**config.mk**
```make
export PLATFORM = sky130hd
export DESIGN_NAME = bcd_tick_counter
export DESIGN_NICKNAME = d
export VERILOG_FILES = /design/src/rtl/bcd_tick_counter.sv
export SDC_FILE = /design/constraint.sdc
export NUM_CORES = 1
export LEC_CHECK = 0
export BUFFER_PORTS_ARGS = -buffer_cell sky130_fd_sc_hd__clkbuf_2
export CORE_UTILIZATION = 50
export CTS_CLUSTER_SIZE = 28
export DETAILED_ROUTE_END_ITERATION = 6
export PLACE_DENSITY = 0.76
export SLEW_MARGIN = 5
export SYNTH_ARGS = -nofsm -noshare
export SYNTH_HDL_FRONTEND = slang
export SYNTH_SLANG_ARGS = --single-unit
```
**constraint.sdc**
```tcl
create_clock -name cin -period 5.6 [get_ports cin]
set_clock_uncertainty 0.2 [all_clocks]
set_input_delay 0.56 -clock cin [delete_from_list [all_inputs] [get_ports cin]]
set_output_delay 0.56 -clock cin [all_outputs]
set_load 0.02 [all_outputs]
```
**src/rtl/bcd_tick_counter.sv**
```systemverilog
// Synchronizes a slow tick wave, detects its rising edges and counts them in BCD.
// Define BCD_SATURATE_EN to hold the count at all-9s instead of wrapping to zero.
module bcd_tick_counter #(
  parameter int DIGITS      = 4,
  parameter int SYNC_STAGES = 2
) (
  input  logic                cin,
  input  logic                rst_n,
  input  logic                tick_in,
  input  logic                start_stop,
  input  logic                clr,
  output logic [4*DIGITS-1:0] bcd,
  output logic                running,
  output logic                tick_seen,
  output logic                wrap
);

  typedef enum logic {ST_STOP = 1'b0, ST_RUN = 1'b1} state_e;

  localparam logic [4*DIGITS-1:0] ALL_NINES = {DIGITS{4'd9}};
  localparam logic [4*DIGITS-1:0] ALL_ZERO  = {4*DIGITS{1'b0}};

  state_e                 state_q;
  logic [SYNC_STAGES-1:0] sync_q;
  logic                   hist_q;
  logic [4*DIGITS-1:0]    bcd_q, bcd_d;
  logic                   seen_q;
  logic                   wrap_q, wrap_d;
  logic                   rise_s;
  logic                   all9_s;

  // Ripple BCD increment: a digit rolls 9->0 and passes the carry upward.
  function automatic logic [4*DIGITS-1:0] bcd_inc(input logic [4*DIGITS-1:0] v);
    logic [4*DIGITS-1:0] r;
    logic                c;
    r = v;
    c = 1'b1;
    for (int i = 0; i < DIGITS; i++) begin
      if (c) begin
        if (v[4*i +: 4] == 4'd9) begin
          r[4*i +: 4] = 4'd0;
        end else begin
          r[4*i +: 4] = v[4*i +: 4] + 4'd1;
          c           = 1'b0;
        end
      end else begin
        r[4*i +: 4] = v[4*i +: 4];
      end
    end
    return r;
  endfunction

  assign rise_s = sync_q[SYNC_STAGES-1] & ~hist_q;
  assign all9_s = (bcd_q == ALL_NINES);

  // Next count and wrap flag; clear overrides any counted rise.
  always_comb begin
    bcd_d  = bcd_q;
    wrap_d = 1'b0;
    if (clr) begin
      bcd_d = ALL_ZERO;
    end else if (rise_s && (state_q == ST_RUN)) begin
`ifdef BCD_SATURATE_EN
      if (all9_s) begin
        bcd_d = bcd_q;
      end else begin
        bcd_d = bcd_inc(bcd_q);
      end
`else
      bcd_d  = bcd_inc(bcd_q);
      wrap_d = all9_s;
`endif
    end else begin
      bcd_d = bcd_q;
    end
  end

  // Synchronizer, edge history, run/stop FSM and registered outputs.
  always_ff @(posedge cin or negedge rst_n) begin
    if (!rst_n) begin
      sync_q  <= {SYNC_STAGES{1'b0}};
      hist_q  <= 1'b0;
      state_q <= ST_STOP;
      bcd_q   <= ALL_ZERO;
      seen_q  <= 1'b0;
      wrap_q  <= 1'b0;
    end else begin
      sync_q <= {sync_q[SYNC_STAGES-2:0], tick_in};
      hist_q <= sync_q[SYNC_STAGES-1];
      seen_q <= rise_s;
      wrap_q <= wrap_d;
      bcd_q  <= bcd_d;
      case (state_q)
        ST_STOP: state_q <= start_stop ? ST_RUN : ST_STOP;
        ST_RUN:  state_q <= start_stop ? ST_STOP : ST_RUN;
        default: state_q <= ST_STOP;
      endcase
    end
  end

  assign bcd       = bcd_q;
  assign running   = (state_q == ST_RUN);
  assign tick_seen = seen_q;
  assign wrap      = wrap_q;

endmodule

```
=== Word level (Yosys, flattened, before mapping) ===
Cells that the tools add are included.

* Bits of input ports: 5
* Logic and storage cells: 54
* Output and inout port bits: 19
* Bits in registers: 22

* Add/sub/neg operators: 4
* Bitwise gates (word level): 3
* Reduce and logical (&&, ||, !) cells: 8
* Eq/ne operators: 5
* Mux-type cells: 25

{| class="wikitable"
|+ Operators by type and width
! cell !! number
|-
| two-way mux 16 bit || 2
|-
| two-way mux 4 bit || 7
|-
| adder 4 x 1 -> 4 bit (second input constant) || 4
|-
| equality test 16 bit (second input constant) || 1
|-
| equality test 4 bit (second input constant) || 4
|-
| two-way mux 1 bit || 15
|-
| nonzero test 2 bit || 4
|-
| AND reduction 2 bit || 3
|-
| inverter 1 bit || 2
|-
| case mux 1 bit (2 select lines) || 1
|-
| AND 1 bit || 1
|-
| logical AND 1 bit || 1
|}

=== Depth between registers and ports, before layout ===
Gate-level depths: netlist of the first run.

* Depth in word-level cells: 14
* Gate-level depth with buffers: 7
* Gate-level depth less buffers: 6

=== Worst setup path before layout of the first run ===
Ideal clock, no wire load.

* Kind: reg2reg
* Start point: register bcd_q[5], in the netlist bcd[5]
* End point: register bcd_q[10], in the netlist bcd[10]
* Required time: 5.276 ns
* Arrival: 1.697 ns
* Cell stages (with the launch flop): 8
* Setup slack: 3.579 ns
* Buffers on the path: 1
* Period minus slack after synthesis: 2.021 ns
* Setup time: 0.124 ns
* Cells stage by stage: dfrtp_1 -> inv_1 -> ha_1 -> and3b_1 -> buf_4 -> a31oi_2 -> a2111oi_0 -> a211o_1

* Longest elaborated chain between the ends: 7

{| class="wikitable"
|+ Ends and longest elaborated chain
! element !! line !! source
|-
| start: declaration || 26 || <nowiki>logic [4*DIGITS-1:0] bcd_q, bcd_d;</nowiki>
|-
| start signal: assignment || 84 || <nowiki>bcd_q <= ALL_ZERO;</nowiki>
|-
| start signal: assignment || 92 || <nowiki>bcd_q <= bcd_d;</nowiki>
|-
| equality test 4 bit || 40 || <nowiki>if (v[4*i +: 4] == 4'd9) begin</nowiki>
|-
| two-way mux 1 bit || 40 ||
|-
| two-way mux 1 bit || 39 || <nowiki>if (c) begin</nowiki>
|-
| two-way mux 1 bit || 62 || <nowiki>end else if (rise_s && (state_q == ST_RUN)) begin</nowiki>
|-
| two-way mux 1 bit || 60 || <nowiki>if (clr) begin</nowiki>
|-
| nonzero test 2 bit (no line) || - ||
|-
| AND reduction 2 bit (no line) || - ||
|}

No other way between the ends. The select of a mux whose other input is x is not followed.
A chain may end at the register's enable or synchronous reset.

=== Worst setup path in the final report of the first run ===
* Start point: register bcd_q[0], in the netlist bcd[0]
* End point: register bcd_q[13], in the netlist bcd[13]

* Longest elaborated chain between the ends: 12

{| class="wikitable"
|+ Ends and longest elaborated chain
! element !! line
|-
| equality test 4 bit || 40
|-
| two-way mux 1 bit || 40
|-
| two-way mux 1 bit || 62
|-
| two-way mux 1 bit || 60
|-
| two-way mux 1 bit || 39
|-
| two-way mux 1 bit || 62
|-
| two-way mux 1 bit || 60
|-
| two-way mux 1 bit || 39
|-
| two-way mux 1 bit || 62
|-
| two-way mux 1 bit || 60
|-
| nonzero test 2 bit (no line) || -
|-
| AND reduction 2 bit (no line) || -
|}

No other way between the ends. The select of a mux whose other input is x is not followed.

==> results of run 1 <==
==> final timing paths <==
check | to | start | slack [ns] | cells past startpoint
worst max register to register | bcd[13] | bcd[0] | 3.44 | 5
max in group asynchronous | bcd[11] | rst_n | 4.83 | 1
worst min register to register | sync_q[1] | sync_q[0] | 0.17 | 0
worst max-delay path | bcd[13] | bcd[0] | 3.44 | 5
worst min-delay path | bcd[5] | rst_n | 0.01 | 1
min in group cin | sync_q[0] | tick_in | 0.15 | 1
==> through the flow <==
step	area, µm²	utilization	setup slack, ns	cells	hold slack [ns]
after detailed placement	1240	0.608	3.46	154	0.141
after global placement	1240	0.608	3.58	154	0.139
after global routing	1290	0.634	3.23	158	0.0492
final	1290	0.634	3.44	158	0.0108
after floorplan	1120	-	3.58	109	0.0644
after CTS	1290	0.634	3.44	158	0.0284
==> cells in the mapped netlist <==
master and n:
nand3_2 1, nor3_1 1, a31oi_2 1, o41ai_1 2, o31ai_1 1, a21oi_1 5, and4b_1 1, nor2_1 3
and3_1 1, or4b_1 1, a211o_1 1, nor4b_1 1, and3b_1 4, nor4_1 2, nor2b_1 2, a2111oi_0 1
a31oi_1 2, o211ai_1 1, clkbuf_1 2, dfrtp_1 22, inv_1 4, nand3b_1 1, buf_4 3, or3_1 5
mux2i_1 1, o21ai_0 7, nand2_1 11, a21o_1 2, nand3_1 5, nand2b_1 2, nand4_1 2, ha_1 6
nor3b_1 3, xor2_1 2
==> flip-flops by register name (all words and copies together) (netlist names) <==
| register | cells |
|---|---|
| bcd | 16 |
| sync_q | 2 |
| hist_q | 1 |
| running | 1 |
| tick_seen | 1 |
| wrap | 1 |
==> placed cells by master, fill, tap and decap left out <==
master     Yosys  final
nor4_1         2      2
nand3_2        1      1
o211ai_1       1      1
nand3b_1       1      1
or4b_1         1      1
ha_1           6      6
bufinv_16      0      1
o41ai_1        2      2
mux2i_1        1      1
o21ai_0        7      7
and4b_1        1      1
nand2b_1       2      2
nor3b_1        3      3
and3_1         1      1
a21oi_1        5      5
xor2_1         2      2
nor2b_1        2      2
o31ai_1        1      1
a31oi_2        1      1
a31oi_1        2      2
a211o_1        1      1
nand3_1        5      5
nand4_1        2      2
nor2_1         3      3
nor4b_1        1      1
a2111oi_0      1      1
clkbuf_2       0     23
nand2_1       11     11
clkbuf_4       0      3
nor3_1         1      1
or3_1          5      5
dfrtp_1       22     22
inv_1          4      4
a21o_1         2      2
and3b_1        4      4
==> per-layer routing <==
layer / vias up / part of all wire / routed length, µm / track usage
met4: 0 / 0.0063 / 13 / 0.0619
met2: 14 / 0.47 / 972 / 0.317
met1: 412 / 0.50 / 1030 / 0.275
met5: - / 0 / 0 / 0
li1: 444 / - / - / -
met3: 2 / 0.026 / 54 / 0.0405
==> power breakdown <==
| part | switching [mW] | internal [mW] |
|---|---|---|
| logic | 0.0397 | 0.0240 |
| clock network | 0.0489 | 0.0723 |
| registers | 0.0174 | 0.172 |
==> cell families after synthesis <==
family,synth area share
compound gates,0.134
fa+ha+maj,0.0669
buf+inv,0.0401
simple gates,0.244
mux,0.00892
xor+xnor,0.0156
flops,0.491
==> final cells by class <==
class	instances	area, µm²
tap	27	33.8
multi-input combinational	78	527
inverter	4	15.0
fill	192	748
timing repair buffer	23	115
sequential	22	551
clock buffer	3	22.5
clock inverter	1	30.0
==> run metrics, run 1 <==
status=complete, no violations; leakage=0.620 nW; clk buf depth=2; via count=872; antenna fix cells=0; Layout area overhead=15.3%; critical-path cell list=ha_1 -> and3b_1 -> nand4_1 -> or3_1 -> a21oi_1; routability cong.=0.817; type of origin of the critical path=register; Tot GR Track Use=0.200; First-pass DRT Iterations=4; fin crit period=2.16 ns; min-delay worst type=primary input to async pin; H-tree levels=1; Slew HR=0.637; CTS tree=built; layout cell share with drive strength beyond 1=0.221; CTS Buf Count=3; root buffer cell=clkbuf_4; Distinct cells, synth=34; Yosys reg bits=22; peak supply drop=0.193 mV; Worst Path Arrival=2.20 ns; Post-Syn Instances=109; Worst Tran Pin Value=0.544 ns; Crit Path Category=register to register; crit path capture type=register; final WL=2070 µm; die area=approximately 2400 µm²; vias in the first global route=792; Worst Path Max Fanout=10; first-pass GRT wire length=3670 µm; # setup viols final=0; CP max stage delay=~0.48 ns; maxcap violations=0; antenna viol nets, final=0; post-synthesis area per instance=10.3 µm²; die height=about 50 µm; Seq/Total Area, Yosys=0.491; Post-CTS Setup Bufs=0; Synth top area share=0.491; Wirelength per Cell=13.1 µm; FP Rows=16; 1st-iter DRT viols=20; Crit-path slowest cell=dfrtp_1; Power Dens Cells=289 nW/µm²; grt ovf=0; I/O Pins=24; worst path bufs/invs=0; Setup TNS Final=0 ns; # DRC=0; Total Nets Final=143; Die W=49.4 µm; initial antenna violation count=0; Initial Util=0.550; Synth Warn #=0; Tot Pwr=374 µW; Fin. Hold Viols=0; Via density=5.52; Max Fclk=462 MHz; clk_lat worst skew=roughly 0.31 ns; largest net degree at the start of global routing=23; Syn Nets=120; Top delay family on crit path=simple AND/OR/NAND/NOR gates; Final Cycle Share=0.387; CTS Sinks=22; cells resized by post-CTS repair=0; clk slew on worst S/H paths=~0.13 ns; Mapped Area=approximately 1100 µm²; post-synth top area cell=dfrtp_1; Slew Limit Fails=0; core footprint=2040 µm²; RSZ-0062 raised after global routing=no; Critical Path RT=5.64 ns; DP Wirelength=about 1500 µm; Port Buffers=23; ranking of synthesized cells by area=dfrtp_1, ha_1, nand2_1; CTS Hold Bufs=0
No activity file was read; power rests on OpenSTA's default activity.
==> run 2: changes to the inputs <==
--- a/config.mk
+++ b/config.mk
@@ -6,10 +6,10 @@
 export NUM_CORES = 1
 export LEC_CHECK = 0
 export BUFFER_PORTS_ARGS = -buffer_cell sky130_fd_sc_hd__clkbuf_2
-export CORE_UTILIZATION = 50
+export CORE_UTILIZATION = 47
 export CTS_CLUSTER_SIZE = 28
 export DETAILED_ROUTE_END_ITERATION = 6
-export PLACE_DENSITY = 0.76
+export PLACE_DENSITY = 0.75
 export SLEW_MARGIN = 5
 export SYNTH_ARGS = -nofsm -noshare
 export SYNTH_HDL_FRONTEND = slang
==> constraint.sdc (replaced) <==
create_clock -name cin -period 1.76 [get_ports cin]
set_clock_uncertainty 0.2 [all_clocks]
set_input_delay 0.176 -clock cin [delete_from_list [all_inputs] [get_ports cin]]
set_output_delay 0.176 -clock cin [all_outputs]
set_load 0.02 [all_outputs]
==> run 2 against run 1 <==
Against the previous run: maximum frequency up 17%; power rose to 3.3 times the previous value; via count up 18%; combinational power rose to 5.7 times the previous value; final area up 28%; highest routed layer unchanged; setup slack worse by 3.5 ns; clock power up 130%; critical endpoint is now bcd[11]; the flow now finishes with violations (negative setup slack); sequential share of layout area down 8.9 points; largest power group unchanged.
==> run metrics, run 2 (synthesis gave the netlist of run 1 again) <==
Via density=~5.4; Fin. Hold Viols=0; commonest cells after routing, fill and taps aside=buf_4, clkbuf_2, dfrtp_1, nand2_1, o21ai_0; FP Rows=17; via count=1026; commonest non-fill, non-tap cell in the layout=buf_4; CTS tree=built; clk buf depth=2; die area=roughly 2600 µm²; Tot GR Track Use=0.228; Critical Path RT=1.81 ns; initial antenna violation count=0; routability cong.=0.766; 1st-iter DRT viols=29; maxcap violations=0; min-delay worst type=primary input to register; root buffer cell=clkbuf_4; Setup TNS Final=-0.328 ns; Crit Path Category=register to register; CTS Sinks=22; vias in the first global route=just over 1000; DP Wirelength=1770 µm; Die W=50.9 µm; Port Buffers=23; # DRC=0; Max Fclk=541 MHz; Wirelength per Cell=13.9 µm; peak supply drop=0.783 mV; Power Dens Cells=740 nW/µm²; Slew HR=0.643; RSZ-0062 raised after global routing=yes; Final Cycle Share=1.05; status=finished, violations left; Worst Tran Pin Value=roughly 0.54 ns; Initial Util=0.503; first-pass GRT wire length=between 4000 and 5000 µm; Final Util=0.739; core footprint=2230 µm²; # setup viols final=9; antenna fix cells=0; fin crit period=1.85 ns; H-tree levels=1; type of origin of the critical path=register; largest net degree at the start of global routing=23; Slew Limit Fails=0; Total Nets Final=173; leakage=around 0.79 nW; clk slew on worst S/H paths=about 0.12 ns; CTS Buf Count=3; Worst Path Max Fanout=4; CP max stage delay=0.46 ns; Cell Count Post-Placement=176; First-pass DRT Iterations=4; failing checks=negative setup slack; Crit-path slowest cell=or4b_1; layout cell share with drive strength beyond 1=0.478; antenna viol nets, final=0; fin cells=189; final WL=2620 µm; crit path capture type=register; grt ovf=0; Layout area overhead=47.2%; Layout fillers=168; flop-to-flop setup slack=-0.09 ns; critical-path cell list=inv_2 -> ha_4 -> and3b_2 -> nand3_2 -> or4b_1 -> a31oi_1; clk_lat worst skew=0.32 ns; I/O Pins=24; Worst Path Arrival=between 1.5 and 2 ns; die height=50.9 µm; fin worst setup slack=-0.0889 ns; max FFs per register=16
run 2: critical path, delay by kind of cell (launching register included):
kind,cells,cell delay [ns]
and+or+nand+nor,3,0.79
DFF,1,0.42
AOI/OAI and AO/OA,1,0.18
buffers and inverters,1,0.06
adders and majority gates,1,0.12
run 2: layout make-up:
cell class / count / area [µm²] / share of cell area
multi-input cells: 78 / 651 / 0.394
repair buffers: 53 / 359 / 0.217
clock buffers: 4 / 36.3 / 0.0220
inverters: 4 / 15.0 / 0.00909
well taps: 28 / 35.0 / 0.0212
flip-flops and latches: 22 / 556 / 0.336
run 2: metrics by stage:
stage / hold WS, ns / total power [mW] / cell area (µm²) / setup slack (ns)
6_report: 0.0413 / 1.22 / 1650 / -0.0889
5_1_grt: 0.0421 / 1.28 / 1650 / -0.146
4_1_cts: 0.0216 / 1.21 / 1590 / -0.119
3_5_place_dp: -0.0173 / 0.904 / 1430 / -0.266
3_3_place_gp: -0.0209 / 0.887 / 1430 / -0.154
2_1_floorplan: -0.320 / 0.751 / 1160 / -0.128
run 2: what timing repair did:
item | in CTS | in global routing
setup endpoints to repair | 16 | 16
hold endpoints to repair | 24 | 0
setup buffers | 6 | 0
resized for setup | 14 | 10
pin swaps | 7 | 6
hold buffers | 3 | 0
run 2: worst paths after layout:
check,startpoint,to,cells after the start
setup / recovery,bcd[5],bcd[11],6
hold / removal,clr,bcd[6],2
setup reg to reg,bcd[5],bcd[11],6
hold reg to reg,sync_q[0],sync_q[1],0
max in group asynchronous,rst_n,bcd[4],2
min in group asynchronous,rst_n,bcd[8],2
run 2: power by group:
group	switching [mW]	total, mW	leakage, nW	internal [mW]
registers	0.0257	0.574	0.286	0.548
clock network	0.157	0.284	0.0210	0.127
logic	0.203	0.365	0.478	0.162
run 2: routing by layer:
metal / track usage / wire [µm] / vias to the layer above
li1: - / - / 499
met1: 0.265 / 1150 / 512
met2: 0.393 / 1380 / 13
met3: 0.0506 / 60 / 2
met4: 0.120 / 26 / 0
met5: 0 / 0 / -
==> run 3: changes to the inputs <==
--- a/config.mk
+++ b/config.mk
@@ -6,10 +6,10 @@
 export NUM_CORES = 1
 export LEC_CHECK = 0
 export BUFFER_PORTS_ARGS = -buffer_cell sky130_fd_sc_hd__clkbuf_2
-export CORE_UTILIZATION = 47
+export CORE_UTILIZATION = 50
 export CTS_CLUSTER_SIZE = 28
 export DETAILED_ROUTE_END_ITERATION = 6
-export PLACE_DENSITY = 0.75
+export PLACE_DENSITY = 0.76
 export SLEW_MARGIN = 5
 export SYNTH_ARGS = -nofsm -noshare
 export SYNTH_HDL_FRONTEND = slang
==> constraint.sdc (replaced) <==
create_clock -name cin -period 2.22 [get_ports cin]
set_clock_uncertainty 0.2 [all_clocks]
set_input_delay 0.222 -clock cin [delete_from_list [all_inputs] [get_ports cin]]
set_output_delay 0.222 -clock cin [all_outputs]
set_load 0.02 [all_outputs]
==> run 3 against run 2 <==
Against the previous run: the run now ends clean; register-to-register slack improved by 0.26 ns; routed wire length is 21% lower; via count fell by 12%; sequential power shrank 17%; largest cell class is now registers; core utilization down 9.4 points; maximum frequency shrank 9.6%.
==> run metrics, run 3 (synthesis gave the netlist of run 1 again) <==
clk buf depth=2; Clk pwr share=0.254; Worst Path Max Fanout=7; Power Dens Cells=656 nW/µm²; root buffer cell=clkbuf_4; CTS Sinks=22; First-pass DRT Iterations=4; Worst Tran Pin Value=0.532 ns; grt ovf=0; routability cong.=0.832; Worst Path Arrival=2.08 ns; via count=907; DP Area=approximately 1200 µm²; antenna fix cells=0; commonest non-fill, non-tap cell in the layout=clkbuf_2; design area=approximately 1300 µm²; CTS tree=built; final WL=2080 µm; Wirelength per Cell=12.8 µm; Fin. Hold Viols=0; vias in the first global route=around 840; clk slew on worst S/H paths=0.11 ns; Initial Util=0.550; initial antenna violation count=0; Max Fclk=489 MHz; die area=2440 µm²; Critical Path RT=between 2 and 2.5 ns; maxcap violations=0; R2R depth=5; antenna viol nets, final=0; CTS Buf Count=3; type of origin of the critical path=register; DP Wirelength=1470 µm; die height=49.4 µm; Port Buffers=23; crit path capture type=register; largest net degree at the start of global routing=23; # setup viols final=0; commonest cells after routing, fill and taps aside=clkbuf_2, dfrtp_1, nand2_1, o21ai_0, ha_1; Die W=a little under 50 µm; Psw=roughly 260 µW; # DRC=0; sw frac=0.305; Comb power frac=0.198; Layout area overhead=17.4%; status=complete, no violations; clk_lat worst skew=0.31 ns; Final Cycle Share=0.921; FP Rows=16; min-delay worst type=primary input to register; max FFs per register=16; Crit Path Category=register to register; H-tree levels=1; leakage=0.630 nW; Total Nets Final=147; Reg power frac=0.548; Worst Hold Path Cells=2; layout cell share with drive strength beyond 1=0.237; Via density=5.60; first-pass GRT wire length=3610 µm; Int Pwr=601 µW; Setup TNS Final=0 ns; Slew Limit Fails=0; 1st-iter DRT viols=17; RSZ-0062 raised after global routing=no; fin crit period=2.04 ns; Tot GR Track Use=0.196; Slew HR=0.645; core footprint=2040 µm²; peak supply drop=~0.42 mV; I/O Pins=24
-- run 3: layout make-up --
| class | instances | area [µm²] |
|---|---|---|
| fillers | 176 | 724 |
| flip-flops and latches | 22 | 551 |
| multi-input cells | 78 | 529 |
| repair buffers | 27 | 153 |
| clock buffers | 4 | 36.3 |
| well taps | 27 | 33.8 |
| inverters | 4 | 15.0 |
-- run 3: path summary, 6_finish.rpt --
| path | slack, ns | from | endpoint |
|---|---|---|---|
| max | 0.18 | bcd[4] | bcd[13] |
| min reg2reg | 0.17 | sync_q[0] | sync_q[1] |
| max in group asynchronous | 1.26 | rst_n | wrap |
| min in group asynchronous | 0.20 | rst_n | running |
| max reg2reg | 0.18 | bcd[4] | bcd[13] |
| min | 0.14 | clr | bcd[6] |
-- run 3: metrics by stage --
stage | worst slack [ns] | utilization | hold slack, ns | total power, mW | std cells
6_report | 0.176 | 0.645 | 0.143 | 0.864 | 162
5_1_grt | 0.0486 | 0.645 | 0.170 | 0.912 | 162
4_1_cts | 0.0670 | 0.644 | 0.138 | 0.869 | 162
3_5_place_dp | 0.0955 | 0.612 | 0.0243 | 0.649 | 155
3_3_place_gp | 0.204 | 0.612 | 0.0286 | 0.644 | 155
2_1_floorplan | 0.199 | - | -0.274 | 0.587 | 109
-- run 3: what timing repair did --
item,CTS,global route
hold buffers,3,0
endpoints found under the hold margin,24,0
setup endpoints to repair,0,5
setup buffers,0,0
gates resized for setup,0,2
-- run 3: routing by layer --
| metal | wire length (µm) | vias to the layer above | part of all wire | track usage |
|---|---|---|---|---|
| li1 | - | 453 | - | - |
| met1 | 1030 | 429 | 0.49 | 0.270 |
| met2 | 952 | 21 | 0.46 | 0.306 |
| met3 | 65 | 4 | 0.031 | 0.0280 |
| met4 | 31 | 0 | 0.015 | 0.0905 |
| met5 | 0 | - | 0 | 0 |
-- run 3: critical path, cell delays in order, from the launching register on --
cell	delay (ns)
dfrtp_1	0.46
ha_1	0.20
and3b_2	0.29
nand4_1	0.25
or3_1	0.42
a21oi_1	0.15
-- run 3: power groups by stage --
stage / Combinational, mW / Sequential, mW / Clock [mW]
global route: 0.189 / 0.482 / 0.241
global placement: 0.164 / 0.479 / 0
finish: 0.171 / 0.474 / 0.220
detailed placement: 0.168 / 0.482 / 0
floorplan: 0.0716 / 0.515 / 0
CTS: 0.172 / 0.474 / 0.223
